File: src/rtl/bam_scope_capture.sv
// bam_scope_capture: triggered 1-bit capture of the BAM generator output
// into a frozen record read back by the VGA renderer one column at a time.
module bam_scope_capture #(
    parameter int DEPTH   = 640,
    parameter int ADDR_W  = 10,
    parameter int TIMEOUT = 1024
) (
    input  logic              i_clk,
    input  logic              i_arst,
    input  logic              i_enable,
    input  logic              i_signal,
    input  logic [2:0]        i_decim,
    input  logic              i_rearm,
    input  logic [ADDR_W-1:0] i_rd_addr,
    output logic              o_rd_data,
    output logic              o_busy,
    output logic              o_done,
    output logic              o_trig_timeout
);

    localparam int TW = $clog2(TIMEOUT);
    localparam logic [ADDR_W:0] DEPTH_C = (ADDR_W + 1)'(DEPTH);

    typedef enum logic [1:0] {
        IDLE,
        ARMED,
        CAPTURE,
        DONE
    } state_t;

    state_t            state;
    state_t            state_nxt;
    logic [2:0]        decim_l;
    logic [6:0]        presc;
    logic [6:0]        presc_max;
    logic [TW-1:0]     tcnt;
    logic [ADDR_W-1:0] wptr;
    logic [ADDR_W-1:0] waddr;
    logic              s_prev;
    logic              trig_to;
    logic              rd_data;
    logic              tick;
    logic              arm;
    logic              live;
    logic              rise;
    logic              tmo;
    logic              trig;
    logic              cap;
    logic              last;
    logic              we;
    logic              mem [DEPTH];

    assign presc_max = 7'((8'd1 << decim_l) - 8'd1);
    assign tick      = o_busy && (presc == presc_max);
    assign arm       = i_enable & i_rearm;
    assign live      = i_enable & ~i_rearm;
    assign rise      = i_signal & ~s_prev;
    assign tmo       = (tcnt == TW'(TIMEOUT - 1));
    assign trig      = live & tick & (state == ARMED) & (rise | tmo);
    assign cap       = live & tick & (state == CAPTURE);
    assign last      = (wptr == ADDR_W'(DEPTH - 1));
    assign we        = trig | cap;
    assign waddr     = (state == ARMED) ? '0 : wptr;

    assign o_rd_data      = rd_data;
    assign o_trig_timeout = trig_to;

    // State register
    always_ff @(posedge i_clk or posedge i_arst) begin
        if (i_arst) state <= IDLE;
        else        state <= state_nxt;
    end

    // Next state: disable wins over rearm, rearm restarts from any state
    always_comb begin
        state_nxt = state;
        if (!i_enable) begin
            state_nxt = IDLE;
        end else if (i_rearm) begin
            state_nxt = ARMED;
        end else begin
            unique case (state)
                ARMED:   if (trig) state_nxt = CAPTURE;
                CAPTURE: if (cap && last) state_nxt = DONE;
                default: state_nxt = state;
            endcase
        end
    end

    // Status outputs decoded from state
    always_comb begin
        o_busy = (state == ARMED) || (state == CAPTURE);
        o_done = (state == DONE);
    end

    // Prescaler, timeout, write pointer and edge detect
    always_ff @(posedge i_clk or posedge i_arst) begin
        if (i_arst) begin
            decim_l <= '0;
            presc   <= '0;
            tcnt    <= '0;
            wptr    <= '0;
            s_prev  <= 1'b0;
            trig_to <= 1'b0;
        end else if (arm) begin
            decim_l <= i_decim;
            presc   <= '0;
            tcnt    <= '0;
            wptr    <= '0;
            s_prev  <= 1'b1;
            trig_to <= 1'b0;
        end else if (i_enable && o_busy) begin
            presc <= tick ? '0 : presc + 7'd1;
            if (tick && state == ARMED) begin
                s_prev <= i_signal;
                if (trig) begin
                    wptr <= ADDR_W'(1);
                    if (!rise) trig_to <= 1'b1;
                end else begin
                    tcnt <= tcnt + 1'b1;
                end
            end
            if (cap) wptr <= wptr + 1'b1;
        end
    end

    // Sample buffer write port (contents survive reset)
    always_ff @(posedge i_clk) begin
        if (we) mem[waddr] <= i_signal;
    end

    // Registered read port; out-of-range columns read as 0
    always_ff @(posedge i_clk or posedge i_arst) begin
        if (i_arst) rd_data <= 1'b0;
        else rd_data <= ({1'b0, i_rd_addr} < DEPTH_C) ? mem[i_rd_addr] : 1'b0;
    end

endmodule

File: config.mk
export PLATFORM = sky130hd
export DESIGN_NAME = bam_scope_capture
export DESIGN_NICKNAME = d
export VERILOG_FILES = /design/src/rtl/bam_scope_capture.sv
export SDC_FILE = /design/constraint.sdc
export NUM_CORES = 1
export LEC_CHECK = 0
export ABC_AREA = 1
export BUFFER_PORTS_ARGS = -buffer_cell sky130_fd_sc_hd__buf_2
export CORE_ASPECT_RATIO = 2
export CORE_MARGIN = 10
export CORE_UTILIZATION = 39
export DETAILED_ROUTE_END_ITERATION = 7
export GPL_TIMING_DRIVEN = 0
export MAX_ROUTING_LAYER = met4
export REMOVE_ABC_BUFFERS = 1
export SLEW_MARGIN = 20
export SYNTH_ARGS = -nofsm -noshare
export SYNTH_HDL_FRONTEND = slang
export SYNTH_SLANG_ARGS = --single-unit
File: constraint.sdc
create_clock -name i_clk -period 3.44 [get_ports i_clk]
set_input_delay 0.516 -clock i_clk [delete_from_list [all_inputs] [get_ports i_clk]]
set_output_delay 0.516 -clock i_clk [all_outputs]
set_load 0.05 [all_outputs]
==> reports/metrics.yaml, run 1 <==
status: "completed"
numPortBuffers: 21
post-dp-hpwl_um: 51160
required_ns: 3.74
final_common_cell: "nor2_1"
gp_congestion: 0.8645
finalSetupTns_ns: 0
synth_cells: 3246
yosysSeqAreaShare_pct: 64.82
yosys_warnings: 0
grt-ovfl-total: 0
clock_skew_ns: 0.02471
cp_cell_sequence: "inv_1 -> ha_1 -> inv_1 -> nand3_1 -> nor2_1 -> nand2_2 -> nor2_1"
cts_tree: "built"
final_cell_mix: "nor2_1 (763), nand2_1 (669), edfxtp_1 (640)"
worst_pin_slew_ns: 1.142
critPathKind: "flop to flop"
antenna_found_initial: 2
ys_async_sr_fraction_pct: 5.185
die_w_um: 219.4
start_util_pct: 39.19
synth-seq-cells: 675
synth_area_per_cell_um2: 9.550
slowest_delay_ns: 0.70
fin_crit_ns: 3.352
cap_violations: 0
stdcell_area_um2: 35110
grt_max_degree: 158
cp_max_fo: 32
arrival_ns: 3.65
ff2ff_setup_slack_ns: 0.09
power.total_mw: 16.47
drive_gt1_share_pct: 7.858
rows: 146
cp-start-kind: "flop"
areaGrowthSynthToFinish_pct: 13.28
crit_path_end_kind: "flop"
hold_path_class: "input pin to flop"
fmax_mhz: 298.3
wirelength_um: 91990
cts.sinks: 675
crit_slowest_cell: "nor2_1"
remaining_drc_errors: 0
drtIter0Drc: 2026
nets: 3173
grt_pass1_wl_um: 133900
final-setup-viol-count: 0
synth_ff_type: "edfxtp_1"
synth-edff-count: 640
drv_slew: 0
drt.antenna.violating_nets: 0
finalHoldViolations: 0
clockBufferDepth: 3
die_h_um: 418.7
stdcell_count: 4232
relSlewSlack_pct: 23.56
post_dp_cell_area_um2: 32160
syn_area_um2: 31000
track_usage_pct: 19.94
core_um2: 79100
num_io_pins: 22
ys_types: 32
die-area_um2: 91850
wire_per_inst_um: 21.74
p_per_area_nw_per_um2: 469.1
firstDrtPassIters: 6
num_vias: 22960
post-route-period-util_pct: 97.45
holdWs_ns: 0.1135
clock_latency_ns: 0.62
grt_setup_unrepaired: "true"
ir_worst_vdd_mv: 0.4264
numCtsBuffers: 55
path_clk_slew_ns: 0.07
dp.cells: 4087
p_leak_nw: 11.66
htreeDepth: 2
vias_per_cell: 5.426
clockRootBuffer: "clkbuf_16"
grt_pass1_vias: 22070
sequential cells by signal, indices dropped and copies added, names as in the netlist:
| name | flops |
|---|---|
| mem | 640 |
| tcnt | 10 |
| wptr | 10 |
| presc | 7 |
| decim_l | 3 |
| state | 2 |
| o_rd_data | 1 |
| o_trig_timeout | 1 |
| s_prev | 1 |
final cells by class:
class,count,area [um2]
clock inverters,27,209.0
flip-flops and latches,675,20100
well taps,1036,1296
clock buffers,76,1518
inverters,96,380.4
multi-input cells,2243,10310
repair buffers,77,1296
fillers,7513,43980
diodes,2,5.005
critical path: cells and delay by family, from the launching register on:
family        cells  cell delay, ns
buf+inv           2            0.40
fa+ha+maj         1            0.34
flops             1            0.39
simple gates      4            1.86
Yosys cell counts, drive strengths merged, types with 3 or more instances:
cell type	number	area, um2
nand4	7	43.79
xor2	15	131.4
a21oi	7	35.03
xnor2	7	61.31
clkbuf	187	701.9
inv	94	352.8
dfrtp	35	875.8
nand3	542	2718
nor2	787	2967
nor3	7	35.03
buf	51	242.7
nand2	718	2758
edfxtp	640	19220
nor4	4	25.02
o22ai	35	219.0
or2	3	18.77
o21ai	94	470.5
ha	7	87.58
kinds of logic (layout without fill, tap and decap cells):
| family | Yosys count | count (layout) | share of synthesized area (%) |
|---|---|---|---|
| other | 0 | 2 | 0 |
| AND/OR/NAND/NOR | 2070 | 2076 | 27.68 |
| XOR/XNOR | 22 | 22 | 0.6216 |
| flip-flops | 675 | 675 | 64.82 |
| AO/OA/AOI/OAI | 138 | 138 | 2.385 |
| buffers and inverters | 334 | 276 | 4.210 |
| adder cells (fa/ha/maj) | 7 | 7 | 0.2825 |
per-layer routing:
layer	GRT usage (%)	up-vias	wire length, um
li1	-	10720	-
met1	20.23	11270	31250
met2	35.95	747	49970
met3	1.804	226	4612
met4	12.81	0	6158
met5	-	-	0
worst paths after layout:
path,startpoint,to,cells after the start
max reg2reg,state[1],mem[452],7
min,i_decim[1],decim_l[1],3
min reg2reg,tcnt[9],tcnt[9],2
max in group asynchronous,i_arst,decim_l[2],4
min in group asynchronous,i_arst,o_rd_data,3
max,state[1],mem[452],7
metrics by stage:
step	worst slack, ns	utilization, %
finish	0.08769	44.39
floorplan	-3.305	-
detailed placement	-1.463	40.65
global placement	-15.57	39.77
global route	-0.1078	44.39
CTS	-0.02516	43.83
report_power, final:
part | internal, mW | switching, mW
Sequential | 9.02 | 0.0454
Clock | 3.31 | 2.92
Combinational | 0.343 | 0.839
repair_timing:
| action | CTS | global route |
|---|---|---|
| gates resized for setup | 91 | 38 |
| hold buffers | 1 | 0 |
| buffers inserted | 13 | 9 |
| setup endpoints to repair | 590 | 647 |
| gates cloned | 9 | 8 |
| pin swaps | 2 | 6 |
| endpoints found under the hold margin | 3 | 0 |
No activity file was read; power rests on OpenSTA's default activity.
==> run 2, diff against run 1 <==
--- a/config.mk
+++ b/config.mk
@@ -11,7 +11,6 @@
 export CORE_MARGIN = 10
 export CORE_UTILIZATION = 39
 export DETAILED_ROUTE_END_ITERATION = 7
-export GPL_TIMING_DRIVEN = 0
 export MAX_ROUTING_LAYER = met4
 export REMOVE_ABC_BUFFERS = 1
 export SLEW_MARGIN = 20
==> run 2 against run 1 <==
- clock power grew 12%
- non-clock buffer count rose by 36
- cell count grew 0.64%
- design area is 0.91% lower
- clock-buffer cell count shrank 15
- utilization is 0.40 points lower
- routed wire length shrank 0.56%
- clock skew fell by 0.012 ns
- total power is 4.4% higher
- sequential cell count is the same
- first-iteration DRC count fell by 6.2%
- worst setup slack better by 0.15 ns
- largest cell class unchanged
==> reports/metrics.yaml, run 2 (synthesized netlist as in run 1, its figures left out) <==
status: "completed"
reg2reg_from: "decim_l[2]"
reg2regPathDepth: 15  # +8
cp_max_fo: 24  # -25%
track_usage_pct: 20.20  # +0.27 points
crit_top_cell: "nand2_1"
grt-ovfl-total: 0  # unchanged
numPortBuffers: 21  # unchanged
fin_ws_ns: 0.2386  # +0.1509 ns
clock_power_share_pct: 40.5  # +2.7 points
rows: 146  # unchanged
power.total_mw: 17.20  # +4.4%
netSwitchingFraction_pct: 22.66  # -0.43 points
post-dp-hpwl_um: 56630  # +11%
grt_pass1_wl_um: 136600  # +2.0%
cts_tree: "built"
path_buf_inv: 3  # +1
cp-start-kind: "flop"
clock_skew_ns: 0.01261  # -0.01209 ns
die_w_um: 219.4  # unchanged
drive_gt1_share_pct: 7.107  # -0.75 points
clockBufferDepth: 3  # unchanged
core_um2: 79100  # unchanged
final_common_cell: "nor2_1"
final_cell_mix: "nor2_1 (784), nand2_1 (708), edfxtp_1 (640)"
cts.sinks: 675  # unchanged
largest_reg_flops: 640  # unchanged
wirelength_um: 91470  # -0.56%
vias_per_cell: 5.410  # -0.29%
cp_top_family: "simple AND/OR/NAND/NOR gates"
relSlewSlack_pct: 32.80  # +9.2 points
grt_setup_unrepaired: "false"
crit-reg2reg-capture: "mem[34]"
die_h_um: 418.7  # unchanged
required_ns: 3.75  # about the same
remaining_drc_errors: 0  # unchanged
post-route-period-util_pct: 93.06  # -4.4 points
worst_pin_slew_ns: 0.9995  # -0.1429 ns
fin_crit_ns: 3.201  # -0.1509 ns
numCtsBuffers: 54  # -1.8%
clockRootBuffer: "clkbuf_16"
final-setup-viol-count: 0  # unchanged
num-fill-cells: 7559  # +0.61%
seqPwrFrac_pct: 52.7  # -2.3 points
finalHoldViolations: 0  # unchanged
ir_worst_vdd_mv: 0.5079  # +19%
drv_slew: 0  # unchanged
p_int_mw: 13.30  # +5.0%
critPathKind: "flop to flop"
top_register: "mem"
p_leak_nw: 11.79  # +1.1%
path_clk_slew_ns: 0.07  # about the same
pwr-share-comb_pct: 6.9  # -0.3 points
antenna_found_initial: 1  # -1
hold_path_class: "input pin to async pin"
num_io_pins: 22  # unchanged
nets: 3202  # +0.91%
firstDrtPassIters: 5  # -1
p_per_area_nw_per_um2: 494.3  # +5.4%
start_util_pct: 39.19  # unchanged
slowest_delay_ns: 0.38  # -0.32 ns
wire_per_inst_um: 21.48  # -1.2%
fmax_mhz: 312.4  # +4.7%
num_vias: 23040  # +0.34%
clock_latency_ns: 0.62  # about the same
pre_cts_slack_ns: 0.1621  # +1.625 ns
largestRegisters: "mem x640, tcnt x10, wptr x10"
drtIter0Drc: 1900  # -6.2%
crit_path_end_kind: "flop"
areaGrowthSynthToFinish_pct: 12.25
drt.antenna.violating_nets: 0  # unchanged
cp_cell_sequence: "or2_2 -> or2_2 -> ha_2 -> inv_1 -> xor2_1 -> nand2_1 -> xor2_1 -> nand2_2 -> nor2_4 -> nand2_1 -> nand2_4 -> buf_12 -> nand2_1 -> buf_12 -> nor2_1"
grt_pass1_vias: 22610  # +2.4%
cap_violations: 0  # unchanged
ff2ff_setup_slack_ns: 0.24  # +0.15 ns
htreeDepth: 2  # unchanged
grt_max_degree: 189  # +20%
crit_slowest_cell: "dfrtp_1"
net-switching-power_mw: 3.899  # +2.5%
gp_congestion: 0.9299  # +7.6%
arrival_ns: 3.52  # -0.13 ns
die-area_um2: 91850  # unchanged
==> run 2: cell count changes in the layout (fill, tap and decap cells not counted), sizes merged <==
| cell | change |
|---|---|
| buf | +45 |
| dlygate4sd3 | -1 |
| bufinv | +10 |
| clkinv | +4 |
| nand2 | -3 |
| diode | -1 |
| nand3 | -3 |
| clkbuf | -23 |
| clkinvlp | -1 |
==> run 2: layer usage <==
layer  up-vias  global-route usage, %  wire length, um
met5         -                      -                0
met4         0                  13.42             6388
met3       201                  1.768             4124
met2       689                  36.66            49750
met1     11400                  20.15            31210
li1      10750                      -                -
==> run 2: worst register-to-register path, stage by stage, from the launching register on <==
cell and delay [ns]:
dfrtp_1 0.38, or2_2 0.30, or2_2 0.28, ha_2 0.21, inv_1 0.10, xor2_1 0.15
nand2_1 0.11, xor2_1 0.23, nand2_2 0.12, nor2_4 0.12, nand2_1 0.11, nand2_4 0.15
buf_12 0.21, nand2_1 0.14, buf_12 0.19, nor2_1 0.13
==> run 2: metrics by stage <==
step                TNS (ns)  hold WS [ns]  cell area, um2  util (%)  cells
detailed placement         0        0.5133           32820     41.49   4157
global route               0       0.05053           34800     43.99   4259
global placement           0        0.4943           32820     41.49   4157
CTS                        0       0.01027           34780     43.97   4258
floorplan            -400.15        0.4750           30050         -   3008
finish                     0       0.01095           34800     43.99   4259
==> run 2: power groups by stage <==
stage	Clock (mW)	Sequential [mW]	Combinational (mW)
after floorplan	0	9.23	0.599
after global placement	0	9.24	1.17
after detailed placement	0	9.24	1.17
after CTS	7.05	9.06	1.18
after global routing	7.32	9.06	1.29
final	6.96	9.06	1.18
==> run 2: repair_timing <==
action | in CTS | in global routing
setup buffers | 0 | 0
gates resized for setup | 0 | 3
hold buffers | 0 | 0
endpoints found under the setup margin | 0 | 481
==> run 2: worst max-delay path by stage <==
stage / start / end / slack, ns / cells past startpoint
4_1_cts: decim_l[2] / mem[34] / 0.15 / 15
3_5_place_dp: decim_l[2] / mem[9] / 0.16 / 15
2_1_floorplan: i_rd_addr[0] / o_rd_data / -3.30 / 11
3_3_place_gp: decim_l[2] / mem[362] / 0.1 / 15
6_report: decim_l[2] / mem[34] / 0.24 / 15
5_1_grt: decim_l[2] / mem[341] / 0.02 / 15
==> run 2: area by class of cell <==
type                       instances  area [um2]  share of cell area (%)
timing repair buffer             113        1450                   4.167
antenna                            1       2.502                0.007191
multi-input combinational       2237        9620                   27.65
inverter                          96       374.1                   1.075
clock buffer                      61        1419                   4.078
sequential                       675       20090                   57.75
tap                             1036        1296                   3.725
clock inverter                    40       540.5                   1.553
